## src/rtl/neopixel_decoder_if.sv

```systemverilog
// Bundles the NeoPixel serial input and the active-buffer read port so the
// decoder and its environment share one typed connection.
interface neopixel_decoder_if;
    logic       neo_data;
    logic [2:0] rd_pixel_index;
    logic [1:0] rd_color_index;
    logic [7:0] rd_color_level;
    logic       frame_valid;
    logic       frame_error;
    logic [3:0] pixel_count;

    // Environment side: drives the line and the read indices.
    modport master (
        output neo_data,
        output rd_pixel_index,
        output rd_color_index,
        input  rd_color_level,
        input  frame_valid,
        input  frame_error,
        input  pixel_count
    );

    // Decoder side.
    modport slave (
        input  neo_data,
        input  rd_pixel_index,
        input  rd_color_index,
        output rd_color_level,
        output frame_valid,
        output frame_error,
        output pixel_count
    );
endinterface

```

## src/rtl/neopixel_decoder.sv

```systemverilog
// Receive-side NeoPixel (WS2812-style) line decoder. High-pulse widths are
// measured to recover bits, 24-bit GRB words are collected in a shadow buffer,
// and a long low period (latch) commits the written shadow slots to the
// active buffer, which is readable through a registered byte port.
module neopixel_decoder #(
    parameter int NUM_PIXELS   = 5,
    parameter int MIN_HIGH     = 5,
    parameter int BIT_THRESH   = 27,
    parameter int MAX_HIGH     = 60,
    parameter int LATCH_CYCLES = 2500
) (
    input  logic              clock,
    input  logic              reset,
    neopixel_decoder_if.slave bus
);

    localparam int HC_W = $clog2(MAX_HIGH + 1);
    localparam int LC_W = $clog2(LATCH_CYCLES + 1);

    localparam logic [HC_W-1:0] HC_ONE      = HC_W'(1);
    localparam logic [HC_W-1:0] MIN_HIGH_C  = HC_W'(MIN_HIGH);
    localparam logic [HC_W-1:0] THRESH_C    = HC_W'(BIT_THRESH);
    localparam logic [HC_W-1:0] MAX_HIGH_C  = HC_W'(MAX_HIGH);
    localparam logic [HC_W-1:0] MAX_PRE_C   = HC_W'(MAX_HIGH - 1);
    localparam logic [LC_W-1:0] LC_ONE      = LC_W'(1);
    localparam logic [LC_W-1:0] LATCH_C     = LC_W'(LATCH_CYCLES);
    localparam logic [LC_W-1:0] LATCH_PRE_C = LC_W'(LATCH_CYCLES - 1);
    localparam logic [3:0]      PIX_MAX_C   = 4'(NUM_PIXELS);

    typedef enum logic [1:0] {
        ST_IDLE = 2'd0,
        ST_HIGH = 2'd1,
        ST_LOW  = 2'd2,
        ST_ERR  = 2'd3
    } state_e;

    // Picks one colour byte out of a GRB word; the reserved index reads 0.
    function automatic logic [7:0] color_byte(input logic [23:0] word,
                                              input logic [1:0]  sel);
        logic [7:0] b;
        case (sel)
            2'd0:    b = word[23:16];
            2'd1:    b = word[15:8];
            2'd2:    b = word[7:0];
            default: b = 8'h00;
        endcase
        return b;
    endfunction

    state_e                          state_q, state_d;
    logic [HC_W-1:0]                 high_cnt_q, high_cnt_d;
    logic [LC_W-1:0]                 low_cnt_q, low_cnt_d;
    logic [4:0]                      bit_cnt_q, bit_cnt_d;
    logic [3:0]                      pix_cnt_q, pix_cnt_d;
    logic [22:0]                     shift_q, shift_d;
    logic [NUM_PIXELS-1:0]           written_q, written_d;
    logic [NUM_PIXELS-1:0][23:0]     shadow_q, shadow_d;
    logic [NUM_PIXELS-1:0][23:0]     active_q, active_d;
    logic [3:0]                      pixel_count_q, pixel_count_d;
    logic                            frame_valid_q, frame_valid_d;
    logic                            frame_error_q, frame_error_d;
    logic [7:0]                      rd_level_q, rd_level_d;

    logic                            bit_s;
    logic [23:0]                     word_s;
    logic                            word_done_s;
    logic [23:0]                     rd_word_s;

    // Line FSM: pulse measurement, bit assembly, shadow writes and latch commit.
    always_comb begin
        state_d       = state_q;
        high_cnt_d    = high_cnt_q;
        low_cnt_d     = low_cnt_q;
        bit_cnt_d     = bit_cnt_q;
        pix_cnt_d     = pix_cnt_q;
        shift_d       = shift_q;
        written_d     = written_q;
        shadow_d      = shadow_q;
        active_d      = active_q;
        pixel_count_d = pixel_count_q;
        frame_valid_d = 1'b0;
        frame_error_d = 1'b0;
        bit_s         = (high_cnt_q >= THRESH_C);
        word_s        = {shift_q, bit_s};
        word_done_s   = (bit_cnt_q == 5'd23);

        case (state_q)
            ST_IDLE: begin
                if (bus.neo_data) begin
                    state_d    = ST_HIGH;
                    high_cnt_d = HC_ONE;
                    bit_cnt_d  = 5'd0;
                    pix_cnt_d  = 4'd0;
                    written_d  = '0;
                end else begin
                    state_d = ST_IDLE;
                end
            end

            ST_HIGH: begin
                if (bus.neo_data) begin
                    if (high_cnt_q >= MAX_PRE_C) begin
                        // Stuck-high: the pulse reached the maximum legal width.
                        high_cnt_d = MAX_HIGH_C;
                        low_cnt_d  = '0;
                        state_d    = ST_ERR;
                    end else begin
                        high_cnt_d = high_cnt_q + HC_ONE;
                    end
                end else if (high_cnt_q < MIN_HIGH_C) begin
                    // Glitch: this low sample already counts toward recovery.
                    low_cnt_d = LC_ONE;
                    state_d   = ST_ERR;
                end else begin
                    shift_d   = word_s[22:0];
                    low_cnt_d = LC_ONE;
                    state_d   = ST_LOW;
                    if (word_done_s) begin
                        bit_cnt_d = 5'd0;
                        // Only the slot at pix_cnt takes the word; extra pixels
                        // past the last slot are dropped without error.
                        for (int i = 0; i < NUM_PIXELS; i++) begin
                            shadow_d[i]  = (pix_cnt_q == 4'(i)) ? word_s : shadow_q[i];
                            written_d[i] = (pix_cnt_q == 4'(i)) ? 1'b1 : written_q[i];
                        end
                        pix_cnt_d = (pix_cnt_q < PIX_MAX_C) ? (pix_cnt_q + 4'd1) : pix_cnt_q;
                    end else begin
                        bit_cnt_d = bit_cnt_q + 5'd1;
                    end
                end
            end

            ST_LOW: begin
                if (bus.neo_data) begin
                    high_cnt_d = HC_ONE;
                    state_d    = ST_HIGH;
                end else if (low_cnt_q >= LATCH_PRE_C) begin
                    low_cnt_d = LATCH_C;
                    state_d   = ST_IDLE;
                    if (bit_cnt_q == 5'd0) begin
                        // Whole pixels only: unwritten slots keep their old value.
                        for (int i = 0; i < NUM_PIXELS; i++) begin
                            active_d[i] = written_q[i] ? shadow_q[i] : active_q[i];
                        end
                        pixel_count_d = pix_cnt_q;
                        frame_valid_d = 1'b1;
                    end else begin
                        frame_error_d = 1'b1;
                    end
                end else begin
                    low_cnt_d = low_cnt_q + LC_ONE;
                end
            end

            ST_ERR: begin
                if (bus.neo_data) begin
                    low_cnt_d = '0;
                end else if (low_cnt_q >= LATCH_PRE_C) begin
                    low_cnt_d     = LATCH_C;
                    frame_error_d = 1'b1;
                    state_d       = ST_IDLE;
                end else begin
                    low_cnt_d = low_cnt_q + LC_ONE;
                end
            end

            default: begin
                state_d = ST_IDLE;
            end
        endcase
    end

    // Read mux: selects the addressed active word; out-of-range slots read 0.
    always_comb begin
        rd_word_s = 24'h000000;
        for (int i = 0; i < NUM_PIXELS; i++) begin
            rd_word_s = rd_word_s | ({24{bus.rd_pixel_index == 3'(i)}} & active_q[i]);
        end
        rd_level_d = color_byte(rd_word_s, bus.rd_color_index);
    end

    // State and data registers with asynchronous clear of everything.
    always_ff @(posedge clock or posedge reset) begin
        if (reset) begin
            state_q       <= ST_IDLE;
            high_cnt_q    <= '0;
            low_cnt_q     <= '0;
            bit_cnt_q     <= 5'd0;
            pix_cnt_q     <= 4'd0;
            shift_q       <= 23'd0;
            written_q     <= '0;
            shadow_q      <= '0;
            active_q      <= '0;
            pixel_count_q <= 4'd0;
            frame_valid_q <= 1'b0;
            frame_error_q <= 1'b0;
            rd_level_q    <= 8'h00;
        end else begin
            state_q       <= state_d;
            high_cnt_q    <= high_cnt_d;
            low_cnt_q     <= low_cnt_d;
            bit_cnt_q     <= bit_cnt_d;
            pix_cnt_q     <= pix_cnt_d;
            shift_q       <= shift_d;
            written_q     <= written_d;
            shadow_q      <= shadow_d;
            active_q      <= active_d;
            pixel_count_q <= pixel_count_d;
            frame_valid_q <= frame_valid_d;
            frame_error_q <= frame_error_d;
            rd_level_q    <= rd_level_d;
        end
    end

    assign bus.rd_color_level = rd_level_q;
    assign bus.frame_valid    = frame_valid_q;
    assign bus.frame_error    = frame_error_q;
    assign bus.pixel_count    = pixel_count_q;

endmodule

```

## src/flat_wrapper.sv

```systemverilog
// flat-port wrapper written by rule: the top's interface ports become plain ports
module neopixel_decoder_flat 
#(
    parameter int NUM_PIXELS   = 5,
    parameter int MIN_HIGH     = 5,
    parameter int BIT_THRESH   = 27,
    parameter int MAX_HIGH     = 60,
    parameter int LATCH_CYCLES = 2500
)
  (clock, reset, bus_neo_data, bus_rd_pixel_index, bus_rd_color_index, bus_rd_color_level, bus_frame_valid, bus_frame_error, bus_pixel_count);
  neopixel_decoder_if bus_i ();
  input  logic clock;
  input  logic reset;
  input wire logic [$bits(bus_i.neo_data)-1:0] bus_neo_data;
  input wire logic [$bits(bus_i.rd_pixel_index)-1:0] bus_rd_pixel_index;
  input wire logic [$bits(bus_i.rd_color_index)-1:0] bus_rd_color_index;
  output wire logic [$bits(bus_i.rd_color_level)-1:0] bus_rd_color_level;
  output wire logic [$bits(bus_i.frame_valid)-1:0] bus_frame_valid;
  output wire logic [$bits(bus_i.frame_error)-1:0] bus_frame_error;
  output wire logic [$bits(bus_i.pixel_count)-1:0] bus_pixel_count;
  assign bus_i.neo_data = bus_neo_data;
  assign bus_i.rd_pixel_index = bus_rd_pixel_index;
  assign bus_i.rd_color_index = bus_rd_color_index;
  assign bus_rd_color_level = bus_i.rd_color_level;
  assign bus_frame_valid = bus_i.frame_valid;
  assign bus_frame_error = bus_i.frame_error;
  assign bus_pixel_count = bus_i.pixel_count;
  neopixel_decoder #(.NUM_PIXELS(NUM_PIXELS), .MIN_HIGH(MIN_HIGH), .BIT_THRESH(BIT_THRESH), .MAX_HIGH(MAX_HIGH), .LATCH_CYCLES(LATCH_CYCLES)) u_core (.clock(clock), .reset(reset), .bus(bus_i));
endmodule
```

## config.mk

```make
export PLATFORM = sky130hd
export DESIGN_NAME = neopixel_decoder_flat
export DESIGN_NICKNAME = d
export VERILOG_FILES = /design/src/rtl/neopixel_decoder_if.sv /design/src/rtl/neopixel_decoder.sv /design/src/flat_wrapper.sv
export SDC_FILE = /design/constraint.sdc
export NUM_CORES = 1
export LEC_CHECK = 0
export BUFFER_PORTS_ARGS = -buffer_cell sky130_fd_sc_hd__buf_4
export CORE_MARGIN = 4
export CORE_UTILIZATION = 45
export DETAILED_ROUTE_END_ITERATION = 16
export SYNTH_ARGS = -nofsm -noshare
export SYNTH_HDL_FRONTEND = slang
export SYNTH_SLANG_ARGS = --single-unit
```

## constraint.sdc

```tcl
create_clock -name clock -period 16.2 [get_ports clock]
set_clock_uncertainty 0.15 [all_clocks]
set_input_delay 3.24 -clock clock [delete_from_list [all_inputs] [get_ports clock]]
set_output_delay 3.24 -clock clock [all_outputs]
set_load 0.01 [all_outputs]
```

==> metrics.cfg, run 1 <==
[finish]
area_delta_synth_final_pct = 10.9
diodes = 0
fin_area_sq_um = 15500
fill_cells = 2660
drive_gt1_share_pct = 34.0
nets = 1056

[drt]
drtAntennaViolNets = 0
avgRoutedWirePerCell_um = 21.6
drc = 0
wl_um = 31300
via_per_inst = 5.67
vias = 8239
dr.first_iter.drc_count = 501
drt_pass1_iterations = 4

[die]
die_w_um = 184
pin_count = 22
core-area_sq_um = 30700
start_util_pct = 45.7
die_h_um = 184
num_rows = 64
die_area_sq_um = 34000

[hold_path]
holdPathStages = 2
hold_class = reg2reg

[timing]
report.final.setup_viol = 0
slew_viol_final = 0
max_freq_mhz = 187
relSlewSlack_pct = 33.9
finalCriticalPeriod_ps = 5350
finalSetupTns_ps = 0
fin_crit_sh_pct = 33.0
tightest_slew_ps = 991
rsz0062_at_grt = false
setup_slack_ps = 10850
finalHoldViolations = 0

[clock_network]
clock_sinks = 311
post_cts_buffers = 0
cts_hold_buf = 0
cts_resized = 0
numCtsBuffers = 35
clkTransAtPathRegs_ps = 60
clockBufferDepth = 3
cts_tree = yes
htreeDepth = 2
clk_latency_ps = 520
cts-root-buf = clkbuf_16

[placed_design]
gp_congestion = 0.783
io_buffers = 21
dpl-instance-area_sq_um = 14500
post-dp-hpwl_um = 17600
dpl_worst_slack_ps = 10360

[worst_setup_path]
crit_arrival_ps = 5530
cpLargestDelayFamily = buffers and inverters
setup.worst_path.start_class = input port
reg2reg_depth = 4
end_kind = flop
cp.depth = 6
crit_buf_inv = 2
cpMostUsedCell = buf_4
required_ps = 16390
crit_path_max_fanout = 46
crit_path_top_delay_cell = nor2b_1
critPathMaxStageDelay_ps = 710
critPathKind = in2reg
crit_chain = buf_4 > nor2b_1 > buf_4 > a32oi_1 > o211a_1 > o32ai_1

[power_and_ir_drop]
switchingPower_uw = 374
p_leak_uw = 0.00786
vdd_ir_drop_max_v = 0.0000583
pwr-share-comb_pct = 4.5
power_frac_seq_pct = 49.5
p_sw_share_pct = 23.2
cellPowerDensity_nw_per_um2 = 104
power.internal_uw = 1240
pwr-share-clk_pct = 46.0
power_uw = 1610

[yosys]
ys_ff_latch = 311
yosysWarnings = 0
syn_nets = 1050
ys_seq_area_share_pct = 55.5
netlist_instances = 1032
synth_edf_count = 0
async_reset_ff_share_pct = 100
avgSynthCellArea_sq_um = 13.6
synthDistinctLibCells = 71
syn_area_sq_um = 14000
synth_flop_cell = dfrtp_1

[global_routing]
grt.overflow.total = 0
groute.usage.overall_pct = 18.8
antenna_found_initial = 0
grt_pass1_wl_um = 49900
grt_max_degree = 185
grt_pass1_vias = 8580

[outcome]
status = complete, no violations

[flow_run]
max_cap_viol_count = 0

## flip-flops by register name (all words and copies together), names as in the netlist
signal / cells
u_core.bus.frame_valid: 1
u_core.high_cnt_q: 6
u_core.low_cnt_q: 12
u_core.bus.rd_color_level: 8
u_core.shadow_q: 120
u_core.bit_cnt_q: 5
u_core.bus.frame_error: 1
u_core.shift_q: 23
u_core.bus.pixel_count: 4
u_core.state_q: 2
u_core.pix_cnt_q: 4
u_core.written_q: 5
u_core.active_q: 120
## final cells by class
cell class              count  area, sq um  area share, %
clock inverters             7         46.3          0.298
inverters                  25          101          0.652
repair buffers             31          245           1.58
flip-flops and latches    311         7780           50.1
well taps                 396          495           3.19
multi-input cells         634         5850           37.7
clock buffers              50         1010           6.52
## Yosys cell counts (all sizes together) (4+ instances only)
cell type  number  area [sq um]
a21oi          30           150
a221oi          4          35.0
a22oi           7          52.6
a311o           5          50.1
and2            4          25.0
and3            6          37.5
buf            31           214
clkbuf         31           116
dfrtp         311          7780
ha             10           125
inv            24          90.1
mux2          256          3260
mux2i          14           140
mux4            5           113
nand2          92           345
nand2b          7          43.8
nand3          20           163
nand3b         12          90.1
nand4           6          37.5
nor2           13          48.8
nor2b           9          56.3
nor3            9          61.3
nor3b           5          42.5
nor4            7          43.8
o2111ai         4          53.8
o21ai          28           140
o21bai          4          30.0
o221ai          5          43.8
o2bb2ai         5          43.8
o41ai           4          35.0
or4             5          37.5
## layout by cell type (no fill, tap or decap), types with 5 or more instances in the layout
cell type and count:
a21oi_1 29, a22oi_1 7, a311o_1 5, and3_1 6, buf_4 30, clkbuf_1 7
clkbuf_16 35, clkbuf_8 8, dfrtp_1 311, ha_1 10, inv_1 23, mux2_2 156
mux2_4 100, mux2i_1 14, mux4_2 5, nand2_1 92, nand2b_1 7, nand3_1 15
nand3_4 5, nand3b_1 12, nand4_1 6, nor2_1 13, nor2b_1 9, nor3_1 7
nor4_1 7, o21ai_0 27, o221ai_1 5, o2bb2ai_1 5, or4_1 5
## kinds of logic (layout without fill, tap and decap cells)
| kind of cell | after synthesis | after routing | share of synthesized area [%] |
|---|---|---|---|
| flip-flops | 311 | 311 | 55.5 |
| buffers and inverters | 87 | 113 | 3.03 |
| AND/OR/NAND/NOR | 207 | 207 | 8.09 |
| AO/OA/AOI/OAI | 142 | 142 | 7.39 |
| adder cells (fa/ha/maj) | 10 | 10 | 0.893 |
| multiplexers | 275 | 275 | 25.1 |
## through the flow
step	hold slack (ps)	util [%]	instances
2_1_floorplan	300	-	1032
3_3_place_gp	312	47.2	1397
3_5_place_dp	321	47.2	1397
4_1_cts	334	50.7	1454
5_1_grt	350	50.7	1454
6_report	330	50.7	1454
## worst register-to-register path, stage by stage, from the launching register on
cell,delay [ps]
dfrtp_1,820
nand2b_1,490
nor3_4,580
nand3_4,620
mux2_4,540
## worst paths after layout
| path | from | to | slack, ps |
|---|---|---|---|
| min in group asynchronous | reset | u_core.active_q[70]$_DFFE_PP0P_ | 2740 |
| max | bus_rd_pixel_index[1] | u_core.bus.rd_color_level[4]$_DFF_PP0_ | 10850 |
| min | u_core.shadow_q[0]$_DFFE_PP0P_ | u_core.shadow_q[0]$_DFFE_PP0P_ | 330 |
| max reg2reg | u_core.state_q[1]$_DFFE_PP0P_ | u_core.active_q[86]$_DFFE_PP0P_ | 12880 |
| min reg2reg | u_core.shadow_q[0]$_DFFE_PP0P_ | u_core.shadow_q[0]$_DFFE_PP0P_ | 330 |
| max in group asynchronous | reset | u_core.shift_q[3]$_DFFE_PP0P_ | 11670 |
## metal layers
layer  share of wire, %  vias up  track usage, %
met5                  0        -               0
li1                   -     3760               -
met1                 49     4295            27.5
met3                3.3       54            2.49
met2                 45      130            29.4
met4                2.3        0            5.62
## power by group through the flow
stage	Combinational, uW	Clock [uW]	Sequential (uW)
floorplan	54.0	0	808
global placement	72.9	0	813
detailed placement	74.4	0	813
CTS	74.4	762	799
global route	82.0	796	800
finish	72.6	741	799
(Power assumes the default switching activity.)
==> run 2: changes to the inputs <==
==> constraint.sdc (replaced) <==
create_clock -name clock -period 5.4 [get_ports clock]
set_clock_uncertainty 0.15 [all_clocks]
set_input_delay 1.08 -clock clock [delete_from_list [all_inputs] [get_ports clock]]
set_output_delay 1.08 -clock clock [all_outputs]
set_load 0.01 [all_outputs]
==> run 2 against run 1 <==
Via count is 0.28% higher; final area is 0.81% higher; core utilization up 0.41 points; first-iteration DRC count fell by 8.8%; combinational power rose to 3.0 times the previous value; flip-flop and latch count stayed put; final cell count up 0.48%; register-to-register slack worse by 11000 ps; critical path depth is 2 lower; critical endpoint is now u_core.active_q[68]$_DFFE_PP0P_; highest routed layer unchanged.
==> metrics.cfg, run 2 (synthesis results as in run 1) <==
[die]
num_rows = 64  ; unchanged
start_util_pct = 45.7  ; unchanged
die_w_um = 184  ; unchanged
die_area_sq_um = 34000  ; unchanged
core-area_sq_um = 30700  ; unchanged
die_h_um = 184  ; unchanged
pin_count = 22  ; unchanged

[global_routing]
groute.usage.overall_pct = 19.0  ; was 18.8%
antenna_found_initial = 0  ; unchanged
grt_pass1_wl_um = 50500  ; was 49900 um
grt.overflow.total = 0  ; unchanged
grt_max_degree = 102  ; was 185
grt_pass1_vias = 8658  ; was 8580

[worst_setup_path]
r2r-start = u_core.state_q[1]$_DFFE_PP0P_  ; unchanged
reg2reg_depth = 4  ; unchanged
r2r_slack_ps = 2010  ; was 12880 ps
r2r_end = u_core.active_q[68]$_DFFE_PP0P_  ; was u_core.active_q[86]$_DFFE_PP0P_
crit_path_max_fanout = 25  ; was 46
critPathKind = reg2reg  ; was in2reg
required_ps = 5620  ; was 16390 ps
crit_buf_inv = 0  ; was 2
crit_path_top_delay_cell = dfrtp_1  ; was nor2b_1
critPathMaxStageDelay_ps = 850  ; was 710 ps
end_kind = flop  ; unchanged
cpLargestDelayFamily = simple AND/OR/NAND/NOR gates  ; was buffers and inverters
setup.worst_path.start_class = flop  ; was input port
crit_chain = nand2b_1 > nor3_4 > nand3_4 > mux2_2  ; was buf_4 > nor2b_1 > buf_4 > a32oi_1 > o211a_1 > o32ai_1
crit_arrival_ps = 3620  ; was 5530 ps

[power_and_ir_drop]
vdd_ir_drop_max_v = 0.000241  ; was 0.0000583 V
p_leak_uw = 0.00792  ; was 0.00786 uW
power_uw = 5000  ; was 1610 uW
cellPowerDensity_nw_per_um2 = 319  ; was 104 nW/um^2

[timing]
finalSetupTns_ps = 0  ; unchanged
whs_ps = 335  ; was 330 ps
tightest_slew_ps = 997  ; was 991 ps
fin_crit_sh_pct = 62.8
finalHoldViolations = 0  ; unchanged
finalCriticalPeriod_ps = 3390
rsz0062_at_grt = false  ; unchanged
slew_viol_final = 0  ; unchanged
relSlewSlack_pct = 33.5  ; was 33.9%
max_freq_mhz = 295
report.final.setup_viol = 0  ; unchanged

[drt]
via_per_inst = 5.66  ; was 5.67
avgRoutedWirePerCell_um = 21.5  ; was 21.6 um
wl_um = 31400  ; was 31300 um
drtAntennaViolNets = 0  ; unchanged
vias = 8262  ; was 8239
drc = 0  ; unchanged
drt_pass1_iterations = 4  ; unchanged
dr.first_iter.drc_count = 457  ; was 501

[clock_network]
cts_tree = yes  ; unchanged
cts_hold_buf = 0  ; unchanged
clock_sinks = 311  ; unchanged
cts-root-buf = clkbuf_16  ; unchanged
cts_resized = 0  ; unchanged
post_cts_buffers = 0  ; unchanged
clockBufferDepth = 3  ; unchanged
numCtsBuffers = 36  ; was 35
clk_latency_ps = 510  ; was 520 ps
clkTransAtPathRegs_ps = 60  ; about the same
htreeDepth = 2  ; unchanged

[finish]
nets = 1059  ; was 1056
largestRegisters = u_core.active_q x120, u_core.shadow_q x120, u_core.shift_q x23  ; unchanged
final_common_cell = dfrtp_1  ; unchanged
fill_cells = 2656  ; was 2660
layout_common_cells = dfrtp_1 (311), mux2_2 (156), mux2_4 (100)  ; unchanged
diodes = 0  ; unchanged
stdcell_count = 1461  ; was 1454
area_delta_synth_final_pct = 11.8  ; was 10.9%
drive_gt1_share_pct = 34.5  ; was 34.0%

[flow_run]
max_cap_viol_count = 0  ; unchanged

[hold_path]
hold_class = reg2reg  ; unchanged
min_to = u_core.shadow_q[48]$_DFFE_PP0P_  ; was u_core.shadow_q[0]$_DFFE_PP0P_
hp-start = u_core.shadow_q[48]$_DFFE_PP0P_  ; was u_core.shadow_q[0]$_DFFE_PP0P_
holdPathStages = 2  ; unchanged

[placed_design]
dp_cells = 1399  ; was 1397
post-dp-hpwl_um = 17700  ; was 17600 um
gp_congestion = 0.767  ; was 0.783
io_buffers = 21  ; unchanged

[outcome]
status = complete, no violations  ; unchanged

[run 2: changes by cell type in the layout (fill, tap and decap cells not counted), sizes merged]
cell and change:
clkinv +2, clkinvlp +2, buf +2, inv -3
bufinv +2, clkbuf +2
[run 2: metal layers]
layer,part of all wire [%],vias up,global-route usage [%]
met5,0,-,0
met4,2.2,0,5.12
met3,4.3,56,2.90
met2,45,166,29.2
met1,48,4278,28.3
li1,-,3762,-
[run 2: layout make-up]
class | instances | area (sq um) | share of cell area, %
Clock buffer | 52 | 1050 | 6.72
Clock inverter | 10 | 106 | 0.679
Inverter | 25 | 97.6 | 0.623
Multi-Input combinational cell | 634 | 5850 | 37.4
Sequential cell | 311 | 7780 | 49.7
Tap cell | 396 | 495 | 3.16
Timing Repair Buffer | 33 | 273 | 1.74
[run 2: power by group]
group	leakage [uW]	internal, uW	switching, uW	total (uW)
Sequential	0.00429	2360	41.2	2400
Combinational	0.00305	62.9	158	221
Clock	0.000572	1450	933	2380
Total	0.00792	3870	1130	5000
[run 2: worst max path at each step]
stage,startpoint,depth (start not counted),slack [ps],to
final,u_core.state_q[1]$_DFFE_PP0P_,4,2010,u_core.active_q[68]$_DFFE_PP0P_
after global routing,u_core.state_q[1]$_DFFE_PP0P_,4,1850,u_core.active_q[64]$_DFFE_PP0P_
after CTS,u_core.state_q[1]$_DFFE_PP0P_,4,2020,u_core.active_q[52]$_DFFE_PP0P_
after detailed placement,bus_neo_data,5,1700,u_core.active_q[54]$_DFFE_PP0P_
after global placement,bus_neo_data,5,1770,u_core.active_q[54]$_DFFE_PP0P_
after floorplan,reset,1,30,u_core.active_q[0]$_DFFE_PP0P_
[run 2: worst reg2reg max path, cell delays in order (launching register included)]
cell      delay [ps]
dfrtp_1          850
nand2b_1         510
nor3_4           590
nand3_4          620
mux2_2           540
[run 2: per-stage QoR]
step	cell area, sq um	worst slack (ps)	utilization, %
2_1_floorplan	14000	29.1	-
4_1_cts	15700	2020	51.1
6_report	15700	2010	51.1
3_3_place_gp	14500	1770	47.3
5_1_grt	15700	1850	51.1
3_5_place_dp	14500	1700	47.3
==> run 3: changes to the inputs <==
==> constraint.sdc (replaced) <==
create_clock -name clock -period 3.09 [get_ports clock]
set_clock_uncertainty 0.15 [all_clocks]
set_input_delay 0.618 -clock clock [delete_from_list [all_inputs] [get_ports clock]]
set_output_delay 0.618 -clock clock [all_outputs]
set_load 0.01 [all_outputs]
==> run 3 against run 2 <==
Hold slack worse by 47 ps; register-to-register slack worse by 1600 ps; combinational power up 78%; total power up 72%; die area unchanged; clock-buffer cell count up 4; sequential share of layout area down 0.70 points; final cell count up 1.2%; fmax up 25%; setup slack worse by 1600 ps; sequential power up 75%; wire length down 2.3%; critical path type unchanged; largest power group unchanged.
==> metrics.cfg, run 3 (synthesis results as in run 1) <==
[timing]
finalCriticalPeriod_ps = 2720  ; was 3390 ps
max_freq_mhz = 367  ; was 295 MHz
setup_slack_ps = 366  ; was 2010 ps
relSlewSlack_pct = 37.7  ; was 33.5%
report.final.setup_viol = 0  ; unchanged
rsz0062_at_grt = false  ; unchanged
finalHoldViolations = 0  ; unchanged
fin_crit_sh_pct = 88.1  ; was 62.8%
slew_viol_final = 0  ; unchanged
tightest_slew_ps = 920  ; was 997 ps

[placed_design]
dpl-instance-area_sq_um = 14800  ; was 14500 sq um
dpl_worst_slack_ps = 399  ; was 1700 ps
post-dp-hpwl_um = 18800  ; was 17700 um
gp_congestion = 0.825  ; was 0.767
io_buffers = 21  ; unchanged

[finish]
diodes = 0  ; unchanged
nets = 1079  ; was 1059
area_delta_synth_final_pct = 13.4  ; was 11.8%
final_common_cell = dfrtp_1  ; unchanged
seq_area_sq_um = 7780  ; unchanged
largestRegisters = u_core.active_q x120, u_core.shadow_q x120, u_core.shift_q x23  ; unchanged
layout_common_cells = dfrtp_1 (311), mux2_2 (156), mux2_4 (100)  ; unchanged
drive_gt1_share_pct = 35.0  ; was 34.5%
fin_area_sq_um = 15900  ; was 15700 sq um
fill_cells = 2583  ; was 2656
multiInputGateArea_sq_um = 5850  ; about the same

[global_routing]
grt_pass1_wl_um = 49300  ; was 50500 um
grt.overflow.total = 0  ; unchanged
grt_max_degree = 128  ; was 102
groute.usage.overall_pct = 18.4  ; was 19.0%
grt_pass1_vias = 8392  ; was 8658
antenna_found_initial = 0  ; unchanged

[outcome]
status = complete, no violations  ; unchanged

[worst_setup_path]
crit_path_top_delay_cell = or4_1  ; was dfrtp_1
required_ps = 3320  ; was 5620 ps
critPathMaxStageDelay_ps = 580  ; was 850 ps
end_kind = flop  ; unchanged
critPathKind = reg2reg  ; unchanged
setup.worst_path.start_class = flop  ; unchanged
crit_chain = or4_1 > o311a_1 > nand3_4 > buf_12 > mux2_4  ; was nand2b_1 > nor3_4 > nand3_4 > mux2_2
crit_path_max_fanout = 16  ; was 25
crit_buf_inv = 1  ; was 0
crit_arrival_ps = 2950  ; was 3620 ps
cpLargestDelayFamily = simple AND/OR/NAND/NOR gates  ; unchanged

[clock_network]
cts-root-buf = clkbuf_16  ; unchanged
htreeDepth = 2  ; unchanged
clockBufferDepth = 3  ; unchanged
cts_tree = yes  ; unchanged
cts_resized = 0  ; unchanged
numCtsBuffers = 35  ; was 36
clock_sinks = 311  ; unchanged
clk_latency_ps = 500  ; was 510 ps
clkTransAtPathRegs_ps = 60  ; about the same

[power_and_ir_drop]
power.internal_uw = 6690  ; was 3870 uW
p_leak_uw = 0.00804  ; was 0.00792 uW
power_frac_seq_pct = 48.7  ; was 48.0%
pwr-share-clk_pct = 46.7  ; was 47.6%
switchingPower_uw = 1920  ; was 1130 uW
p_sw_share_pct = 22.3  ; was 22.7%
cellPowerDensity_nw_per_um2 = 542  ; was 319 nW/um^2
vdd_ir_drop_max_v = 0.000334  ; was 0.000241 V
pwr-share-comb_pct = 4.6  ; was 4.4%

[drt]
drc = 0  ; unchanged
dr.first_iter.drc_count = 521  ; was 457
avgRoutedWirePerCell_um = 20.8  ; was 21.5 um
drt_pass1_iterations = 5  ; was 4
wl_um = 30700  ; was 31400 um
via_per_inst = 5.62  ; was 5.66
vias = 8310  ; was 8262
drtAntennaViolNets = 0  ; unchanged

[die]
start_util_pct = 45.7  ; unchanged
die_area_sq_um = 34000  ; unchanged
die_h_um = 184  ; unchanged
pin_count = 22  ; unchanged
core-area_sq_um = 30700  ; unchanged
num_rows = 64  ; unchanged
die_w_um = 184  ; unchanged

[flow_run]
max_cap_viol_count = 0  ; unchanged

[hold_path]
hold_class = in2reg  ; was reg2reg

[run 3: cell count changes in the layout (fill, tap and decap cells not counted), sizes merged]
cell	previous run	this run
buf	33	53
dlygate4sd3	0	1
clkinvlp	2	1
clkbuf	52	56
clkinv	7	2
bufinv	2	1
[run 3: power by group through the flow]
| stage | logic [uW] | registers, uW | clock network (uW) |
|---|---|---|---|
| 2_1_floorplan | 284 | 4240 | 0 |
| 3_3_place_gp | 397 | 4260 | 0 |
| 3_5_place_dp | 398 | 4260 | 0 |
| 4_1_cts | 403 | 4190 | 4130 |
| 5_1_grt | 444 | 4200 | 4300 |
| 6_report | 394 | 4190 | 4020 |
[run 3: area by class of cell]
| type | count | share of cell area [%] |
|---|---|---|
| multi-input cells | 634 | 36.8 |
| flip-flops and latches | 311 | 49.0 |
| clock inverters | 3 | 0.276 |
| repair buffers | 54 | 3.43 |
| inverters | 25 | 0.614 |
| clock buffers | 56 | 6.72 |
| well taps | 396 | 3.12 |
[run 3: worst paths after layout]
path / startpoint / to / slack [ps] / cells after the start
max reg2reg: u_core.low_cnt_q[2]$_DFFE_PP0P_ / u_core.active_q[50]$_DFFE_PP0P_ / 370 / 5
min reg2reg: u_core.shadow_q[72]$_DFFE_PP0P_ / u_core.shadow_q[72]$_DFFE_PP0P_ / 330 / 2
max in group asynchronous: reset / u_core.bus.rd_color_level[3]$_DFF_PP0_ / 1370 / 4
max: u_core.low_cnt_q[2]$_DFFE_PP0P_ / u_core.active_q[50]$_DFFE_PP0P_ / 370 / 5
min: bus_neo_data / u_core.high_cnt_q[3]$_DFFE_PP0P_ / 290 / 2
min in group asynchronous: reset / u_core.shadow_q[18]$_DFFE_PP0P_ / 470 / 3
[run 3: what timing repair did]
item | 4_1_cts | 5_1_grt
endpoints found under the hold margin | 4 | 0
hold buffers | 1 | 0
buffers inserted | 0 | 0
[run 3: metal layers]
metal  track usage, %  wire (um)  vias up
met4             4.58        620        0
met2             28.8      14000      128
met1             27.3      15100     4310
li1                 -          -     3820
met5                0          0        -
met3             2.45        958       52
[run 3: per-stage QoR]
| stage | total power (uW) | setup TNS, ps | hold slack [ps] | std cells | util, % |
|---|---|---|---|---|---|
| 2_1_floorplan | 4520 | -565680 | 300 | 1032 | - |
| 3_5_place_dp | 4660 | 0 | 322 | 1419 | 48.1 |
| 3_3_place_gp | 4660 | 0 | 314 | 1419 | 48.1 |
| 4_1_cts | 8720 | 0 | 268 | 1479 | 51.8 |
| 5_1_grt | 8940 | 0 | 298 | 1479 | 51.8 |
| 6_report | 8600 | 0 | 288 | 1479 | 51.8 |
